## src/rtl/spi_master.sv

```systemverilog
// spi_master: SPI initiator, mode 0 (CPOL=0, CPHA=0), MSB first.
// One DATA_W-bit full-duplex exchange per transfer. A transfer starts with a
// single-cycle start/accept handshake, and a one-cycle done pulse returns the
// received byte.
//
// Timeline, with the accept edge at cycle 0:
//   SETUP (CLK_DIV cycles), then 8 x (HIGH, LOW) half-periods, then HOLD
//   (CLK_DIV cycles). done is high in cycle 18*CLK_DIV. CE and busy release
//   one edge later.
//
// Parameters:
//   CLK_DIV  SCLK half-period in clk cycles (>= 2)
//   DATA_W   transfer width (behaviour written for 8)
//
// Ports:
//   clk, rst_n        system clock, asynchronous active-low reset
//   start             transfer request (sampled while idle)
//   tx_data, cs_sel   byte to send / chip-select choice, latched on accept
//   busy, done        transfer in progress / end-of-transfer pulse
//   rx_data           received byte, valid from done until the next done
//   SCLK, MOSI, MISO  SPI bus
//   CE0, CE1          active-low chip enables
//
// Optional feature: define SPI_MASTER_BURST_EN to accept start during the done
// cycle. The next byte then follows under the same, continuously-low CE.
module spi_master #(
    parameter int CLK_DIV = 4,
    parameter int DATA_W  = 8
) (
    input  logic              clk,
    input  logic              rst_n,
    input  logic              start,
    input  logic [DATA_W-1:0] tx_data,
    input  logic              cs_sel,
    output logic              busy,
    output logic              done,
    output logic [DATA_W-1:0] rx_data,
    output logic              SCLK,
    output logic              MOSI,
    input  logic              MISO,
    output logic              CE0,
    output logic              CE1
);

    localparam int CNT_W = (CLK_DIV > 2) ? $clog2(CLK_DIV) : 1;
    localparam int BIT_W = (DATA_W > 2) ? $clog2(DATA_W) : 1;

    localparam logic [CNT_W-1:0] HALF_LOAD  = CNT_W'(CLK_DIV - 1);
    // A burst re-entry is accepted one edge after done. A SETUP that is one
    // cycle shorter keeps consecutive done pulses exactly 18*CLK_DIV apart.
    localparam logic [CNT_W-1:0] BURST_LOAD = CNT_W'(CLK_DIV - 2);
    localparam logic [BIT_W-1:0] LAST_BIT   = BIT_W'(DATA_W - 1);

    typedef enum logic [2:0] {
        IDLE  = 3'd0,
        SETUP = 3'd1,
        HIGH  = 3'd2,
        LOW   = 3'd3,
        HOLD  = 3'd4
    } state_t;

    state_t            state_r;
    logic [CNT_W-1:0]  cnt_r;
    logic [BIT_W-1:0]  bit_cnt_r;
    logic [DATA_W-1:0] tx_shift_r;
    logic [DATA_W-1:0] rx_shift_r;

    // Transfer sequencer: state, half-period counter, shift registers and all
    // registered outputs.
    always_ff @(posedge clk or negedge rst_n) begin
        if (!rst_n) begin
            state_r    <= IDLE;
            cnt_r      <= '0;
            bit_cnt_r  <= '0;
            tx_shift_r <= '0;
            rx_shift_r <= '0;
            busy       <= 1'b0;
            done       <= 1'b0;
            rx_data    <= '0;
            SCLK       <= 1'b0;
            MOSI       <= 1'b0;
            CE0        <= 1'b1;
            CE1        <= 1'b1;
        end else begin
            done <= 1'b0;
            case (state_r)
                IDLE: begin
                    SCLK <= 1'b0;
                    // busy still high here means this is the done cycle.
                    // CE and busy release now, and start is not sampled.
                    if (busy) begin
`ifdef SPI_MASTER_BURST_EN
                        if (done && start) begin
                            tx_shift_r <= tx_data;
                            MOSI       <= tx_data[DATA_W-1];
                            bit_cnt_r  <= '0;
                            cnt_r      <= BURST_LOAD;
                            state_r    <= SETUP;
                        end else begin
                            MOSI <= 1'b0;
                            busy <= 1'b0;
                            CE0  <= 1'b1;
                            CE1  <= 1'b1;
                        end
`else
                        MOSI <= 1'b0;
                        busy <= 1'b0;
                        CE0  <= 1'b1;
                        CE1  <= 1'b1;
`endif
                    end else if (start) begin
                        tx_shift_r <= tx_data;
                        MOSI       <= tx_data[DATA_W-1];
                        CE0        <= cs_sel;
                        CE1        <= ~cs_sel;
                        busy       <= 1'b1;
                        bit_cnt_r  <= '0;
                        cnt_r      <= HALF_LOAD;
                        state_r    <= SETUP;
                    end else begin
                        MOSI <= 1'b0;
                        CE0  <= 1'b1;
                        CE1  <= 1'b1;
                    end
                end
                SETUP: begin
                    if (cnt_r == '0) begin
                        SCLK       <= 1'b1;
                        rx_shift_r <= {rx_shift_r[DATA_W-2:0], MISO};
                        cnt_r      <= HALF_LOAD;
                        state_r    <= HIGH;
                    end else begin
                        cnt_r <= cnt_r - 1'b1;
                    end
                end
                HIGH: begin
                    if (cnt_r == '0) begin
                        // Zeros shift in from the bottom, so MOSI falls to 0
                        // after the last falling edge without special casing.
                        SCLK       <= 1'b0;
                        tx_shift_r <= {tx_shift_r[DATA_W-2:0], 1'b0};
                        MOSI       <= tx_shift_r[DATA_W-2];
                        cnt_r      <= HALF_LOAD;
                        state_r    <= LOW;
                    end else begin
                        cnt_r <= cnt_r - 1'b1;
                    end
                end
                LOW: begin
                    if (cnt_r == '0) begin
                        cnt_r <= HALF_LOAD;
                        if (bit_cnt_r < LAST_BIT) begin
                            bit_cnt_r  <= bit_cnt_r + 1'b1;
                            SCLK       <= 1'b1;
                            rx_shift_r <= {rx_shift_r[DATA_W-2:0], MISO};
                            state_r    <= HIGH;
                        end else begin
                            state_r <= HOLD;
                        end
                    end else begin
                        cnt_r <= cnt_r - 1'b1;
                    end
                end
                HOLD: begin
                    if (cnt_r == '0) begin
                        done    <= 1'b1;
                        rx_data <= rx_shift_r;
                        state_r <= IDLE;
                    end else begin
                        cnt_r <= cnt_r - 1'b1;
                    end
                end
                default: begin
                    state_r <= IDLE;
                    cnt_r   <= '0;
                    busy    <= 1'b0;
                    SCLK    <= 1'b0;
                    MOSI    <= 1'b0;
                    CE0     <= 1'b1;
                    CE1     <= 1'b1;
                end
            endcase
        end
    end

endmodule

```

## config.mk

```make
export PLATFORM = sky130hd
export DESIGN_NAME = spi_master
export DESIGN_NICKNAME = d
export VERILOG_FILES = /design/src/rtl/spi_master.sv
export SDC_FILE = /design/constraint.sdc
export NUM_CORES = 1
export LEC_CHECK = 0
export CORE_MARGIN = 1.5
export CORE_UTILIZATION = 36
export DETAILED_ROUTE_END_ITERATION = 7
export GPL_ROUTABILITY_DRIVEN = 0
export SYNTH_ARGS = -nofsm -noshare
export SYNTH_HDL_FRONTEND = slang
export SYNTH_SLANG_ARGS = --single-unit
```

## constraint.sdc

```tcl
create_clock -name clk -period 3.3 [get_ports clk]
set_input_delay 0.66 -clock clk [delete_from_list [all_inputs] [get_ports clk]]
set_output_delay 0.66 -clock clk [all_outputs]
set_load 0.005 [all_outputs]
```

==> metrics.md <==
| Metric | Value |
|---|---|
| Hold Crit Class | `register to register` |
| Clock Path Buffers | `2` |
| CTS buffer count | `5` |
| Via Count | `1185` |
| Core ar. | `roughly 0.0047 mm²` |
| Die ar. | `0.005271 mm²` |
| Seq/Total Area, Yosys | `0.5323` |
| Vias in the first global route | `1252` |
| RSZ-0062 raised after global routing | `no` |
| Post-synthesis async set-or-reset flop share | `1.000` |
| Pwr Density | `between 700 and 800 mW/mm²` |
| Final period utilization | `0.6885` |
| Synth warn | `0` |
| CP arrival | `2.43 ns` |
| CP Launch Type | `primary input` |
| Drt pass-1 iters | `4` |
| Max-cap viol count | `0` |
| Post-layout min period | `about 2.3 ns` |
| Simple-gate area share of the yosys netlist | `0.1169` |
| Post-CTS setup buffer count | `0` |
| Drt drc | `0` |
| Hold Path Depth | `1` |
| Mapped Cells | `137` |
| Area Overhead vs Synth | `22.60%` |
| Final HPWL DP | `2206 µm` |
| Kind of critical path | `primary input to register` |
| # IOs | `27` |
| # nets final | `between 150 and 200` |
| WHS | `approximately 0.51 ns` |
| FMAX | `about 440 MHz` |
| Clock Latency Late Sink | `about 0.28 ns` |
| DR WL/cell | `14.64 µm` |
| Worst-case reg-to-reg path depth | `5` |
| Worst VDD drop | `380.4 µV` |
| Largest family of logic cells by synthesized area | `multiplexers` |
| FP Rows | `25` |
| Clock Sinks | `37` |
| Hold path start | `tx_shift_r[2]$_DFFE_PN0P_` |
| Grt ovf | `0` |
| Compound-Gate Fraction of Synth Area | `0.1162` |
| Post-synthesis adder-cell area fraction | `0.01435` |
| PnR Total Power | `1.640 mW` |
| Final Setup Violations | `0` |
| IO buf count | `26` |
| Initial antenna violation count | `0` |
| Worst-path clk slew | `0.06 ns` |
| #FFs+latches synth | `37` |
| RR Startpoint | `cnt_r[0]$_DFFE_PN0P_` |
| Cell leakage power | `0.8891 nW` |
| Crit path from | `start` |
| Syn_nets | `152` |
| Share of layout cells above drive strength 1 | `0.2909` |
| Slew HR | `0.5563` |
| CP required | `3.46 ns` |
| Total global-route track usage | `0.1348` |
| Most used DFF post-synth | `dfrtp_1` |
| Die Span Y | `72.61 µm` |
| Initial Util | `0.3717` |
| Final slew viol count | `0` |
| CTS Hold Bufs | `0` |
| Largest net degree at the start of global routing | `38` |
| XOR/XNOR Fraction of Synth Area | `0` |
| Crit. End Element | `register` |
| Mux cell area share after synthesis | `0.1937` |
| Status | `completed` |
| Filler Cell Count | `436` |
| Placed Area | `0.002052 mm²` |
| Antenna Cells | `0` |
| Root Driver | `clkbuf_8` |
| Post-CTS Resized | `0` |
| Die X | `72.61 µm` |
| Post-synthesis instance area | `0.001744 mm²` |
| TritonCTS clock tree | `done` |
| Fin. Hold Viols | `0` |
| Post-route ant nets | `0` |
| Vias per cell | `approximately 5.4` |
| Global-route wire length before repair | `5464 µm` |
| Max FO, Critical Path | `8` |
| Setup TNS | `0 ns` |
| EDFF count, synth | `0` |
| Htree depth | `2` |
| DRT iter0 DRCs | `71` |
| Slew of the pin with the lowest slew margin | `0.6656 ns` |
| Total Wirelength | `about 3200 µm` |
| Avg Cell Area, Syn | `between 10 and 15 µm²` |
| Post-route design area | `0.002138 mm²` |
| Clock Skews | `0.005762 ns` |
| Synth unique cells | `44` |
[through the flow]
stage | util | instances | setup slack (ns)
after floorplan | - | 137 | 1.390
after CTS | 0.4557 | 219 | 1.039
final | 0.4557 | 219 | 1.028
after detailed placement | 0.4373 | 212 | 0.7476
after global routing | 0.4557 | 219 | 1.001
after global placement | 0.4373 | 212 | 0.8002
[final cells by class]
cell class	instances	area, µm²	area share
clock buffers	7	86.33	0.04037
multi-input cells	89	769.5	0.3599
inverters	5	18.77	0.008777
well taps	54	67.56	0.03160
repair buffers	27	267.8	0.1252
flip-flops and latches	37	928.4	0.4342
[registers in the layout (all words and copies together), names as in the netlist]
name,flops
rx_data,8
rx_shift_r,8
tx_shift_r,7
bit_cnt_r,3
state_r,3
cnt_r,2
CE0,1
CE1,1
MOSI,1
SCLK,1
busy,1
done,1
[worst paths after layout]
| kind | end | slack [ns] |
|---|---|---|
| max in group asynchronous | CE1$_DFFE_PN1N_ | 2.16 |
| max | tx_shift_r[3]$_DFFE_PN0P_ | 1.03 |
| max reg2reg | rx_data[4]$_DFFE_PN0P_ | 1.20 |
| min in group asynchronous | cnt_r[0]$_DFFE_PN0P_ | 0.80 |
| min reg2reg | tx_shift_r[2]$_DFFE_PN0P_ | 0.51 |
| min | tx_shift_r[2]$_DFFE_PN0P_ | 0.51 |
[worst max-delay path, stage by stage]
cell and delay [ns]:
clkdlybuf4s50_1 0.51, or3b_4 0.41, a211oi_4 0.46, mux2_2 0.39
[power breakdown]
| part | leakage, nW | total [mW] | switching (mW) | internal [mW] |
|---|---|---|---|---|
| sequential | 0.455 | 0.749 | 0.133 | 0.616 |
| combinational | 0.389 | 0.586 | 0.258 | 0.328 |
| clock | 0.0443 | 0.305 | 0.140 | 0.165 |
[logic make-up (layout without fill, tap and decap cells)]
kind of cell	Yosys count	count (layout)
DFF	37	37
adders and majority gates	2	2
and+or+nand+nor	30	30
buffers and inverters	11	39
muxes	30	30
AOI/OAI and AO/OA	27	27
[synth_stat cells, drive strengths merged, types with 3 or more instances]
| cell type | n | area, µm² |
|---|---|---|
| a21oi | 5 | 25.02 |
| inv | 5 | 18.77 |
| dfrtp | 35 | 875.8 |
| o21ai | 6 | 30.03 |
| nor2 | 3 | 11.26 |
| nand3 | 3 | 15.01 |
| nand2 | 4 | 15.01 |
| buf | 5 | 23.77 |
| nor3 | 6 | 41.29 |
| mux2 | 30 | 337.8 |
[metal layers]
metal,global-route usage,up-vias,routed length [µm]
li1,-,564,-
met1,0.1460,589,1361
met2,0.2283,23,1632
met3,0.04972,9,137
met4,0.07338,0,74
met5,0,-,0
[layout by cell type (no fill, tap or decap), drive strengths merged, types with 2 or more instances in the layout]
| master | n |
|---|---|
| and2b | 2 |
| nor2 | 3 |
| clkbuf | 7 |
| clkdlybuf4s50 | 26 |
| dfstp | 2 |
| nand2 | 4 |
| a211oi | 2 |
| a21oi | 5 |
| mux2 | 30 |
| nor3 | 6 |
| o31ai | 2 |
| ha | 2 |
| o21ai | 6 |
| nand3 | 3 |
| dfrtp | 35 |
| nor3b | 2 |
| inv | 5 |
Power figures use the tool's default switching activity.
==> patch (same settings) <==
Add an input register stage for `cs_sel` and `MISO`; this delays them by one clock. The other inputs are not delayed to match.
--- a/src/rtl/spi_master.sv
+++ b/src/rtl/spi_master.sv
@@ -60,4 +60,12 @@
     } state_t;
 
+    logic cs_sel_q;
+    logic MISO_q;
+
+    always_ff @(posedge clk) begin
+        cs_sel_q <= cs_sel;
+        MISO_q   <= MISO;
+    end
+
     state_t            state_r;
     logic [CNT_W-1:0]  cnt_r;
@@ -112,6 +120,6 @@
                         tx_shift_r <= tx_data;
                         MOSI       <= tx_data[DATA_W-1];
-                        CE0        <= cs_sel;
-                        CE1        <= ~cs_sel;
+                        CE0        <= cs_sel_q;
+                        CE1        <= ~cs_sel_q;
                         busy       <= 1'b1;
                         bit_cnt_r  <= '0;
@@ -127,5 +135,5 @@
                     if (cnt_r == '0) begin
                         SCLK       <= 1'b1;
-                        rx_shift_r <= {rx_shift_r[DATA_W-2:0], MISO};
+                        rx_shift_r <= {rx_shift_r[DATA_W-2:0], MISO_q};
                         cnt_r      <= HALF_LOAD;
                         state_r    <= HIGH;
@@ -153,5 +161,5 @@
                             bit_cnt_r  <= bit_cnt_r + 1'b1;
                             SCLK       <= 1'b1;
-                            rx_shift_r <= {rx_shift_r[DATA_W-2:0], MISO};
+                            rx_shift_r <= {rx_shift_r[DATA_W-2:0], MISO_q};
                             state_r    <= HIGH;
                         end else begin
Behaviour: not the same (a bounded check fails within 4 cycles, from zero or initial values and one cycle with rst_n low).
==> patch against the unedited design <==
Clock skew fell by 0.0014 ns; setup slack better by 0.019 ns; power rose by 6.2%; critical path depth did not move; non-clock buffer count did not move; synthesized area rose by 1.3%; final area increased by 2.0%; register-to-register slack improved by 0.08 ns; count of clock-buffer cells in the layout shrank 1; routed wire length is 4.6% higher; die area up 1.2%; sequential cell count is 2 higher; combinational power increased by 3%; largest cell class unchanged; highest routed layer unchanged.
==> patch: results <==
{
  "worstPathMaxFanout": 7,
  "seq_share_pct": 44.4,
  "async_flop_share_pct": 94.9,
  "clkTransAtPathRegs_ns": 0.08,
  "yosys-top-cells-area": "dfrtp_1 (50%), mux2_2 (18%), dfstp_2 (3.0%)",
  "ys_seq_area_share_pct": 54.8,
  "nClkBuffers": 6,
  "clock_area_share_pct": 4.53,
  "outcome": "complete, no violations",
  "grt_pass1_vias": 1231,
  "drive_gt1_share_pct": 26.9,
  "nWellTaps": 67,
  "power_leakage_nw": 0.919,
  "n_all_inverters": 5,
  "critPathRequiredTime_ns": 3.49,
  "finClkSkew_ns": 0.00440,
  "clockBufferDepth": 2,
  "wl_per_cell_um": 14.3,
  "rrSetupSlack_ns": 1.28,
  "min_from": "cs_sel_q",
  "dpl_cell_area_mm2": 0.00208,
  "fill_cells": 431,
  "clock_latency_ns": 0.30,
  "crit_end": "tx_shift_r[6]",
  "grt_pass1_wl_mm": 5.80,
  "synth_nets": 155,
  "r2r-start": "cnt_r[0]",
  "drt_iter0_drc": 90,
  "synth-seq-cells": 39,
  "buf_share_pct": 12.3,
  "multi_input_cells": 88,
  "drt_wl_total_mm": 3.36,
  "max_freq_mhz": 444,
  "synth.distinct_cells": 39,
  "multi_input_area_share_pct": 34.1,
  "pre_cts_ws_ns": 0.741,
  "final_nets": 181,
  "regArea_um2": 968,
  "irDropWorstVdd_mv": 0.281,
  "whs_endpoint": "CE1",
  "htree_levels": 2,
  "tightest_slew_ns": 0.595,
  "place_inst": 226,
  "slowest_stage": "clkdlybuf4s50_1",
  "via_per_inst": 5.03,
  "syn_area_per_cell_um2": 12.6,
  "synth_commonest_cells": "dfrtp_1 (35), mux2_2 (29), nand2_1 (7)",
  "dp_hpwl_mm": 2.30,
  "yosysWarnings": 0,
  "whs_ns": 0.404,
  "track_usage_pct": 14.5
}
[patch: logic make-up after synthesis]
logic type / count (synthesis) / synth area share, %
multiplexers: 30 / 19.1
adder cells (fa/ha/maj): 2 / 1.42
flip-flops: 39 / 54.8
AO/OA/AOI/OAI: 24 / 10.6
buffers and inverters: 13 / 3.12
AND/OR/NAND/NOR: 32 / 11.0
[patch: critical path, delay by kind of cell]
family | cells | cell delay, ns
AND/OR/NAND/NOR | 1 | 0.41
buffers and inverters | 1 | 0.51
AO/OA/AOI/OAI | 1 | 0.46
multiplexers | 1 | 0.40
[patch: where the power goes]
part / total (mW) / internal, mW / switching [mW]
Sequential: 0.791 / 0.643 / 0.147
Clock: 0.345 / 0.170 / 0.174
Combinational: 0.606 / 0.358 / 0.249
[patch: routing by layer]
layer | global-route usage (%) | wire length (um) | share of wire (%)
met3 | 5.11 | 166 | 4.9
met2 | 22.6 | 1570 | 47
met4 | 5.66 | 59 | 1.8
met1 | 18.5 | 1560 | 46
met5 | 0 | 0 | 0
